===== src/rtl/axis_dac_feeder_pkg.sv =====
// Shared types and constants for the AXI-Stream to DAC sample feeder.
package axis_dac_feeder_pkg;

    typedef enum logic [1:0] {
        IDLE  = 2'd0,
        PRIME = 2'd1,
        RUN   = 2'd2
    } state_t;

    localparam logic [3:0] KEEP_BOTH  = 4'hF;
    localparam logic [3:0] KEEP_LANE0 = 4'h3;

endpackage


===== src/rtl/axis_dac_feeder_if.sv =====
// AXI-Stream sample bus. A beat transfers on a posedge where tvalid && tready;
// the master holds its payload stable while tvalid is high and tready is low.
interface axis_dac_feeder_if #(
    parameter int DATA_SIZE = 32,
    parameter int ID_SIZE   = 4
) ();
    logic                   tvalid;
    logic                   tready;
    logic                   tlast;
    logic [DATA_SIZE-1:0]   tdata;
    logic [ID_SIZE-1:0]     tid;
    logic [DATA_SIZE/8-1:0] tkeep;
    logic [DATA_SIZE/8-1:0] tstrb;

    modport master (output tvalid, tlast, tdata, tid, tkeep, tstrb, input tready);
    modport slave  (input tvalid, tlast, tdata, tid, tkeep, tstrb, output tready);
endinterface


===== src/rtl/axis_dac_feeder_sync_fifo.sv =====
// Single-clock FIFO with a level counter; dout shows the head entry combinationally.
module sync_fifo #(
    parameter int WIDTH = 33,
    parameter int DEPTH = 16
) (
    input  logic                     aclk,
    input  logic                     areset_n,
    input  logic                     push,
    input  logic                     pop,
    input  logic [WIDTH-1:0]         din,
    output logic [WIDTH-1:0]         dout,
    output logic                     full,
    output logic                     empty,
    output logic [$clog2(DEPTH):0]   level
);
    localparam int AW = $clog2(DEPTH);
    localparam logic [AW:0] FULL_LVL = (AW+1)'(DEPTH);

    logic [WIDTH-1:0] mem_q [DEPTH];
    logic [AW-1:0]    wr_ptr_q, rd_ptr_q;
    logic [AW:0]      level_q;
    logic             do_push, do_pop;

    // A pop frees the slot, so a push into a full FIFO is legal alongside it.
    assign do_push = push && (!full || pop);
    assign do_pop  = pop && !empty;

    assign full  = (level_q == FULL_LVL);
    assign empty = (level_q == '0);
    assign level = level_q;
    assign dout  = mem_q[rd_ptr_q];

    always_ff @(posedge aclk) begin
        if (do_push) mem_q[wr_ptr_q] <= din;
    end

    always_ff @(posedge aclk) begin
        if (!areset_n) begin
            wr_ptr_q <= '0;
            rd_ptr_q <= '0;
            level_q  <= '0;
        end else begin
            if (do_push) wr_ptr_q <= wr_ptr_q + 1'b1;
            if (do_pop)  rd_ptr_q <= rd_ptr_q + 1'b1;
            case ({do_push, do_pop})
                2'b10:   level_q <= level_q + 1'b1;
                2'b01:   level_q <= level_q - 1'b1;
                default: level_q <= level_q;
            endcase
        end
    end
endmodule


===== src/rtl/axis_dac_feeder.sv =====
// Buffers AXI-Stream beats and plays them out to a DAC as 16-bit samples,
// lane0 then lane1, one sample per programmable rate tick.
module axis_dac_feeder
    import axis_dac_feeder_pkg::*;
#(
    parameter int DATA_SIZE   = 32,
    parameter int ID_SIZE     = 4,
    parameter int SAMPLE_SIZE = 16,
    parameter int FIFO_DEPTH  = 16,
    parameter int PRIME_LEVEL = 4
) (
    input  logic                   aclk,
    input  logic                   areset_n,
    axis_dac_feeder_if.slave       s,
    input  logic                   enable,
    input  logic [15:0]            rate_div,
    output logic [SAMPLE_SIZE-1:0] dac_data,
    output logic                   dac_wr,
    output logic                   underrun,
    output logic [15:0]            pkt_cnt,
    output state_t                 dbg_state_o
);
    localparam int LW = $clog2(FIFO_DEPTH) + 1;
    localparam int FW = DATA_SIZE + 1;

    state_t                 state_q, state_d;
    logic [15:0]            cnt_q, div_q, pkt_cnt_q;
    logic                   lane_q, tready_q, dac_wr_q, underrun_q;
    logic [SAMPLE_SIZE-1:0] dac_data_q, cur_sample;

    logic          accept, keep_both, keep_lane0, fifo_push, fifo_pop;
    logic          fifo_full, fifo_empty, tick, sample_ok, last_lane;
    logic [FW-1:0] fifo_din, fifo_dout;
    logic [LW-1:0] fifo_level, level_nxt;
    logic          unused_sideband;

    assign unused_sideband = ^{s.tid, s.tstrb, fifo_full};

    // Beats with an unsupported tkeep are consumed but never stored.
    assign accept     = s.tvalid && tready_q;
    assign keep_both  = (s.tkeep == KEEP_BOTH);
    assign keep_lane0 = (s.tkeep == KEEP_LANE0);
    assign fifo_push  = accept && (keep_both || keep_lane0);
    assign fifo_din   = {keep_lane0, s.tdata};

    assign tick       = (state_q == RUN) && (cnt_q == div_q);
    assign sample_ok  = tick && !fifo_empty;
    assign last_lane  = lane_q || fifo_dout[DATA_SIZE];
    assign fifo_pop   = sample_ok && last_lane;
    assign cur_sample = lane_q ? fifo_dout[DATA_SIZE-1:SAMPLE_SIZE]
                               : fifo_dout[SAMPLE_SIZE-1:0];
    assign level_nxt  = fifo_level + LW'(fifo_push) - LW'(fifo_pop);

    sync_fifo #(.WIDTH(FW), .DEPTH(FIFO_DEPTH)) u_fifo (
        .aclk     (aclk),
        .areset_n (areset_n),
        .push     (fifo_push),
        .pop      (fifo_pop),
        .din      (fifo_din),
        .dout     (fifo_dout),
        .full     (fifo_full),
        .empty    (fifo_empty),
        .level    (fifo_level)
    );

    always_comb begin
        state_d = state_q;
        case (state_q)
            IDLE:    if (enable) state_d = PRIME;
            PRIME:   if (!enable) state_d = IDLE;
                     else if (fifo_level >= LW'(PRIME_LEVEL)) state_d = RUN;
            RUN:     if (!enable) state_d = IDLE;
            default: state_d = IDLE;
        endcase
    end

    always_ff @(posedge aclk) begin
        if (!areset_n) begin
            state_q    <= IDLE;
            cnt_q      <= '0;
            div_q      <= '0;
            lane_q     <= 1'b0;
            tready_q   <= 1'b0;
            dac_data_q <= '0;
            dac_wr_q   <= 1'b0;
            underrun_q <= 1'b0;
            pkt_cnt_q  <= '0;
        end else begin
            state_q  <= state_d;
            // Look-ahead on the next level so tready drops on the filling edge.
            tready_q <= (level_nxt != LW'(FIFO_DEPTH));
            if (accept && s.tlast) pkt_cnt_q <= pkt_cnt_q + 16'd1;
            // The divider is only re-sampled at a wrap or while not running.
            if (state_q != RUN || tick) begin
                cnt_q <= '0;
                div_q <= rate_div;
            end else begin
                cnt_q <= cnt_q + 16'd1;
            end
            dac_wr_q <= sample_ok;
            if (sample_ok) begin
                dac_data_q <= cur_sample;
                lane_q     <= !last_lane;
            end
            if (state_d == IDLE)         underrun_q <= 1'b0;
            else if (tick && fifo_empty) underrun_q <= 1'b1;
        end
    end

    assign s.tready    = tready_q;
    assign dac_data    = dac_data_q;
    assign dac_wr      = dac_wr_q;
    assign underrun    = underrun_q;
    assign pkt_cnt     = pkt_cnt_q;
    assign dbg_state_o = state_q;
endmodule


===== src/flat_wrapper.sv =====
// flat-port wrapper written by rule: the top's interface ports become plain ports
module axis_dac_feeder_flat import axis_dac_feeder_pkg::*;
#(
    parameter int DATA_SIZE   = 32,
    parameter int ID_SIZE     = 4,
    parameter int SAMPLE_SIZE = 16,
    parameter int FIFO_DEPTH  = 16,
    parameter int PRIME_LEVEL = 4
)
  (aclk, areset_n, enable, rate_div, dac_data, dac_wr, underrun, pkt_cnt, dbg_state_o, s_tvalid, s_tlast, s_tdata, s_tid, s_tkeep, s_tstrb, s_tready);
  axis_dac_feeder_if #(.DATA_SIZE(DATA_SIZE), .ID_SIZE(ID_SIZE)) s_i ();
  input  logic aclk;
  input  logic areset_n;
  input  logic enable;
  input  logic [15:0] rate_div;
  output logic [SAMPLE_SIZE-1:0] dac_data;
  output logic dac_wr;
  output logic underrun;
  output logic [15:0] pkt_cnt;
  output state_t dbg_state_o;
  input wire logic [$bits(s_i.tvalid)-1:0] s_tvalid;
  input wire logic [$bits(s_i.tlast)-1:0] s_tlast;
  input wire logic [$bits(s_i.tdata)-1:0] s_tdata;
  input wire logic [$bits(s_i.tid)-1:0] s_tid;
  input wire logic [$bits(s_i.tkeep)-1:0] s_tkeep;
  input wire logic [$bits(s_i.tstrb)-1:0] s_tstrb;
  output wire logic [$bits(s_i.tready)-1:0] s_tready;
  assign s_i.tvalid = s_tvalid;
  assign s_i.tlast = s_tlast;
  assign s_i.tdata = s_tdata;
  assign s_i.tid = s_tid;
  assign s_i.tkeep = s_tkeep;
  assign s_i.tstrb = s_tstrb;
  assign s_tready = s_i.tready;
  axis_dac_feeder #(.DATA_SIZE(DATA_SIZE), .ID_SIZE(ID_SIZE), .SAMPLE_SIZE(SAMPLE_SIZE), .FIFO_DEPTH(FIFO_DEPTH), .PRIME_LEVEL(PRIME_LEVEL)) u_core (.aclk(aclk), .areset_n(areset_n), .s(s_i), .enable(enable), .rate_div(rate_div), .dac_data(dac_data), .dac_wr(dac_wr), .underrun(underrun), .pkt_cnt(pkt_cnt), .dbg_state_o(dbg_state_o));
endmodule

===== config.mk =====
export PLATFORM = sky130hd
export DESIGN_NAME = axis_dac_feeder_flat
export DESIGN_NICKNAME = d
export VERILOG_FILES = /design/src/rtl/axis_dac_feeder_pkg.sv /design/src/rtl/axis_dac_feeder_if.sv /design/src/rtl/axis_dac_feeder_sync_fifo.sv /design/src/rtl/axis_dac_feeder.sv /design/src/flat_wrapper.sv
export SDC_FILE = /design/constraint.sdc
export NUM_CORES = 1
export LEC_CHECK = 0
export ABC_AREA = 1
export ABC_CLOCK_PERIOD_IN_PS = 13100
export BUFFER_PORTS_ARGS = -buffer_cell sky130_fd_sc_hd__buf_2
export CORE_UTILIZATION = 50
export CTS_CLUSTER_DIAMETER = 150
export CTS_CLUSTER_SIZE = 12
export DETAILED_ROUTE_END_ITERATION = 8
export PLACE_DENSITY = 0.67
export SLEW_MARGIN = 20
export SYNTH_ARGS = -nofsm -noshare
export SYNTH_HDL_FRONTEND = slang
export SYNTH_SLANG_ARGS = --single-unit

===== constraint.sdc =====
create_clock -name aclk -period 13.1 [get_ports aclk]
set_input_delay 2.62 -clock aclk [delete_from_list [all_inputs] [get_ports aclk]]
set_output_delay 2.62 -clock aclk [all_outputs]
set_load 0.02 [all_outputs]

# Word-level counts from Yosys, hierarchy flattened

Memories as Yosys holds them, arrays and structs flattened. A register that Yosys moved wholly into a read port is not among the register bits.
Cells that the tools add are included.

$add $sub $neg: 8
$lt $le $gt $ge: 1
Equality and inequality tests: 10
Muxes and demuxes: 11
Bitwise gates (word level): 1
Reduce and logical (&&, ||, !) cells: 22

Operators with widths:

| cell                                                 | count |
|---|---|
| adder 16 x 1 -> 16 bit (second input constant)       | 2 |
| equality test 16 bit                                 | 1 |
| 2-to-1 mux 16 bit                                    | 1 |
| one-hot mux 5 bit (2 select lines)                   | 1 |
| logical AND 1 bit                                    | 9 |
| adder 4 x 1 -> 4 bit (second input constant)         | 2 |
| 2-to-1 mux 2 bit                                     | 4 |
| 2-to-1 mux 4 bit                                     | 2 |
| one-hot mux 2 bit (3 select lines)                   | 1 |
| adder 5 x 1 -> 5 bit                                 | 1 |
| adder 5 x 1 -> 5 bit (second input constant)         | 1 |
| equality test 5 bit (second input constant)          | 1 |
| >= comparator 5 x 3 -> 1 bit (second input constant) | 1 |
| logical NOT 5 bit                                    | 1 |
| inequality test 5 bit (second input constant)        | 1 |
| subtractor 5 x 1 -> 5 bit                            | 1 |
| subtractor 5 x 1 -> 5 bit (second input constant)    | 1 |
| equality test 2 x 1 -> 1 bit (second input constant) | 2 |
| equality test 2 bit (second input constant)          | 2 |
| equality test 4 x 2 -> 1 bit (second input constant) | 1 |
| equality test 4 bit (second input constant)          | 1 |
| logical NOT 2 bit                                    | 2 |
| logical OR 1 bit                                     | 4 |
| OR reduction 2 bit                                   | 2 |
| 5 further kinds                                      | 8 |

Register bits: 83
RAM bits: 528
Bits of input ports: 65
Word-level logic and storage cells: 66
Memories: 1

Memories:

| memory              | words | width | rd ports | clocked after Yosys merged registers in | wr ports | RTL line                        | text |
|---|---|---|---|---|---|---|---|
| u_core.u_fifo.mem_q | 16    | 33    | 1        | 1                                       | 1        | axis_dac_feeder_sync_fifo.sv:19 | `logic [WIDTH-1:0] mem_q [DEPTH];` |

# Longest topological paths before layout

Depth after elaboration: 8
Gate-level depth with buffers: 24
Mapped depth without buffers: 23

# Modules after synthesis

From an unflattened synthesis, not the netlist that was laid out.

Cells, all modules: 2342
Area, all modules: 26078.8 µm²

Modules (own cells, without submodules):

| module          | times used | cells each | area an instance (µm²) |
|---|---|---|---|
| sync_fifo       | 1          | 1805       | 22435.3 |
| axis_dac_feeder | 1          | 537        | 3643.5 |

# Worst setup path before layout

No wires, ideal clock.

Kind: input -> register
Start: input port s_tkeep[3]
End: memory u_core.u_fifo.mem_q[10][0], enable pin
Arrival time: 5.637 ns
Data required time: 12.636 ns
Path slack: 6.999 ns
Stages on the path: 6
Buffers on the path: 1
Path through: nor2_1 inv_1 a211oi_4 nand2_4 buf_6 nor3_1

Cells in the longest elaborated chain, start to end: 6
Elaborated cells between the ends (all ways): 7
Classes of those cells: eq/ne: 2; mux: 2; reduce/logical: 3

RTL lines:

| element                                                                    | RTL line                                     | text |
|---|---|---|
| start, declared                                                            | flat_wrapper.sv:25                           | `input wire logic [$bits(s_i.tkeep)-1:0] s_tkeep;` |
| equality test 4 bit / equality test 4 x 2 -> 1 bit (equally long branches) | axis_dac_feeder.sv:41, axis_dac_feeder.sv:42 |  |
| logical OR 1 bit *                                                         | axis_dac_feeder.sv:43                        | `assign fifo_push = accept && (keep_both \|\| keep_lane0);` |
| logical AND 1 bit *                                                        | axis_dac_feeder.sv:43                        |  |
| logical AND 1 bit *                                                        | axis_dac_feeder_sync_fifo.sv:25              | `assign do_push = push && (!full \|\| pop);` |
| 2-to-1 mux 1 bit *                                                         | axis_dac_feeder_sync_fifo.sv:34              | `if (do_push) mem_q[wr_ptr_q] <= din;` |
| 2-to-1 mux 1 bit (not written as such) *                                   | axis_dac_feeder_sync_fifo.sv:34              |  |
| end, declared                                                              | axis_dac_feeder_sync_fifo.sv:19              |  |

Mark *: on every way between the ends. The rest lies on a longest branch, timed or not.

==> impl_results.md <==
* Core area at 0.0492 mm2
* Global placement routability congestion at 0.811
* Cell chosen for the clock root: clkbuf_16
* Clk_lat worst skew at 620 ps
* Crit-path slowest cell: buf_4
* PortBufs at 93
* Simple logic cell fraction of the synthesized area at 12.6%
* Worst-margin pin slew at 1050 ps
* Routed vias at 16676
* CP max stage delay at 900 ps
* Crit-path most repeated cell: nand3_1
* Io pins at 102
* Post-synthesis register bit count at 615
* LEAKAGE at 9.40 nW
* Max Freq at 190 MHz
* Mean post-synth cell area at 11.6 um2
* Largest net degree at the start of global routing at 103
* RSZ-0062 raised after global routing: false
* Final hold slack at 465 ps
* Max Slew Vio Count at 0
* CP Data Arrival Time at 5480 ps
* Antenna-violating nets left at 0
* Vias in the first global route at 16069
* Synth unique cells at 41
* Post-cts sizing count at 0
* PD cells at 133 mW/mm2
* Post-synthesis mux area share at 0%
* Max cap viols at 0
* Clk_skew at 22.1 ps
* First-pass GRT wire length at 93500 um
* Met2 wire length at 28900 um
* Initial DRC Count at 1884
* Final core occ at 56.4%
* Die height at 226 um
* Setup crit end kind: flip-flop
* Area growth from synthesis to layout at 10.9%
* Detailed-route wire length per cell at 21.0 um
* Setup CP Type: flip-flop to flip-flop
* EDFF count, synth at 528
* CTS Hold Bufs at 0
* Post-CTS setup buffers at 0
* Die area at 0.0509 mm2
* Worst-path maximum fanout at 98
* Hold Path Class: flip-flop to flip-flop
* CP startpoint kind: flip-flop
* Overall Global Routing Usage at 24.4%
* Buf/Inv on CP at 3
* TritonCTS Buffers at 57
* Std-Cell Rows at 81
* H-tree levels at 2
* Grt ovf at 0
* Setup Viol. Count Final at 0
* Largest family of logic cells by synthesized area: simple AND/OR/NAND/NOR gates
* Place WS at 7490 ps
* Slew margin rel. at 29.8%
* Area share of fa/ha/maj cells after synthesis at 0.981%
* Drt first pass iters at 5
* Post-synthesis compound-gate area fraction at 11.8%
* Post-synth ARST share at 0%
* Post-Route M1 WL at 26000 um
* Nets at 2310
* DRC at 0
* Top_reg_cell synth: edfxtp_1
* Clk slew on worst S/H paths at 60 ps
* Commonest non-fill, non-tap cell in the layout: edfxtp_1
* Most frequent cells in the layout: edfxtp_1, nor2_1, o21ai_0, nand2_1, o211ai_1
* N_diodes at 0
* Cells after synthesis at 2162
* DP Wirelength at 33700 um
* Layout cells sized above 1 at 10.5%
* Status: finished, final reports clean
* Largest buffer count on any clock path at 3
* WP data required at 13330 ps
* Setup tns final at 0 ps
* VDD IR max at 98.1 uV
* Final worst slack at 7850 ps
* Synth warnings at 0
* Top sig layer: met5
* Tcrit/Tclk final at 40.1%
* Syn_nets at 2246
* CTS tree: yes
* Die W at 226 um
* Initial antenna violation count at 3
* CP Cell Sequence: inv_6 > buf_4 > o21ai_0 > nand3_1 > nand3_1 > nand3_1 > nand2_4 > nand2_8 > nand2_4 > nor3_2 > buf_4
* Initial core utilization at 50.9%
* Fillers at 4043
* XOR/XNOR share of the synthesized area at 0.490%
* Met3 wirelength from detailed routing at 4840 um
* Vias per cell at 5.70
* CP delay by family, top: buffers and inverters
* Clock sinks at 615
* Sequential element share of the synthesized area at 70.4%
* Final hold violation count at 0
* Drt total wl at 61400 um
* Mapped cell area at 0.0250 mm2
* Tot Pwr at 3.68 mW
* Post-layout min period at 5250 ps
-- state kept, by name, summed over array words and instances (netlist names), named ones only --
register / count
u_core.dac_wr: 1
u_core.pkt_cnt: 16
u_core.u_fifo.mem_q: 528
u_core.u_fifo.level: 5
u_core.dac_data: 16
u_core.cnt_q: 16
u_core.dbg_state_o: 2
u_core.s.tready: 1
u_core.div_q: 16
u_core.underrun: 1
u_core.u_fifo.wr_ptr_q: 4
u_core.lane_q: 1
u_core.u_fifo.rd_ptr_q: 4
-- metrics by stage --
stage	instance area [um2]	instances
2_1_floorplan	25000	2162
3_3_place_gp	26100	2831
3_5_place_dp	26100	2831
4_1_cts	27700	2924
5_1_grt	27700	2924
6_report	27700	2924
-- cell usage after synthesis (2+ instances only) --
library cell  number  area (um2)
nand4_1            4        25.0
a211oi_1           2        15.0
xor2_1            13         114
o221ai_1           4        35.0
dfxtp_1           87        1740
nand2_1          220         826
clkinv_1           2        7.51
inv_2             12        45.0
nand2_4            2        22.5
nor3_1            22         110
nand3_1           94         470
nor4_1             3        18.8
nor2_2             3        18.8
clkbuf_1          72         270
buf_1             16        60.1
o21ai_1           36         180
ha_1              18         225
o21ai_0          256        1280
nor3_2             4        40.0
buf_2             26         130
edfxtp_1         528       15900
o21a_1             3        22.5
inv_1             91         342
nor2_1           409        1540
a21oi_1           84         420
o211ai_1         127         953
buf_4             10        75.1
-- power breakdown --
part	internal, mW	switching (mW)	total (mW)
registers	2.13	0.00305	2.13
clock network	0.803	0.686	1.49
logic	0.0157	0.0449	0.0606
total	2.95	0.734	3.68
-- kinds of logic after synthesis --
logic type	count (synthesis)
simple gates	768
flops	615
compound gates	516
buf+inv	230
fa+ha+maj	19
xor+xnor	14
-- layer usage --
| metal | vias up | GRT usage (%) |
|---|---|---|
| met2 | 664 | 39.4 |
| met1 | 8097 | 34.3 |
| li1 | 7797 | - |
| met3 | 112 | 3.25 |
| met4 | 6 | 8.29 |
| met5 | - | 0 |
-- cell type report --
cell class              instances  area (um2)  area share (%)
flip-flops and latches        615       17600            63.5
multi-input cells            1317        6570            23.7
clock buffers                  90        1550            5.59
well taps                     664         831            3.00
repair buffers                130         743            2.68
inverters                     105         399            1.44
clock inverters                 3        28.8           0.104
-- worst register-to-register path: stages, from the launching register on --
cell,delay [ps]
dfxtp_4,610
inv_6,750
buf_4,980
o21ai_0,260
nand3_1,110
nand3_1,80
nand3_1,130
nand2_4,150
nand2_8,140
nand2_4,200
nor3_2,850
buf_4,620
-- final timing paths --
kind,from,to,slack [ps],cells past startpoint
max,flip-flop,u_core.u_fifo.mem_q[12][23]$_DFFE_PP_,7850,11
max reg2reg,flip-flop,u_core.u_fifo.mem_q[12][23]$_DFFE_PP_,7850,11
min,u_core.dac_data[6]$_SDFFE_PN0P_,u_core.dac_data[6]$_SDFFE_PN0P_,460,2
min reg2reg,u_core.dac_data[6]$_SDFFE_PN0P_,u_core.dac_data[6]$_SDFFE_PN0P_,460,2
No activity file was read; power rests on OpenSTA's default activity.
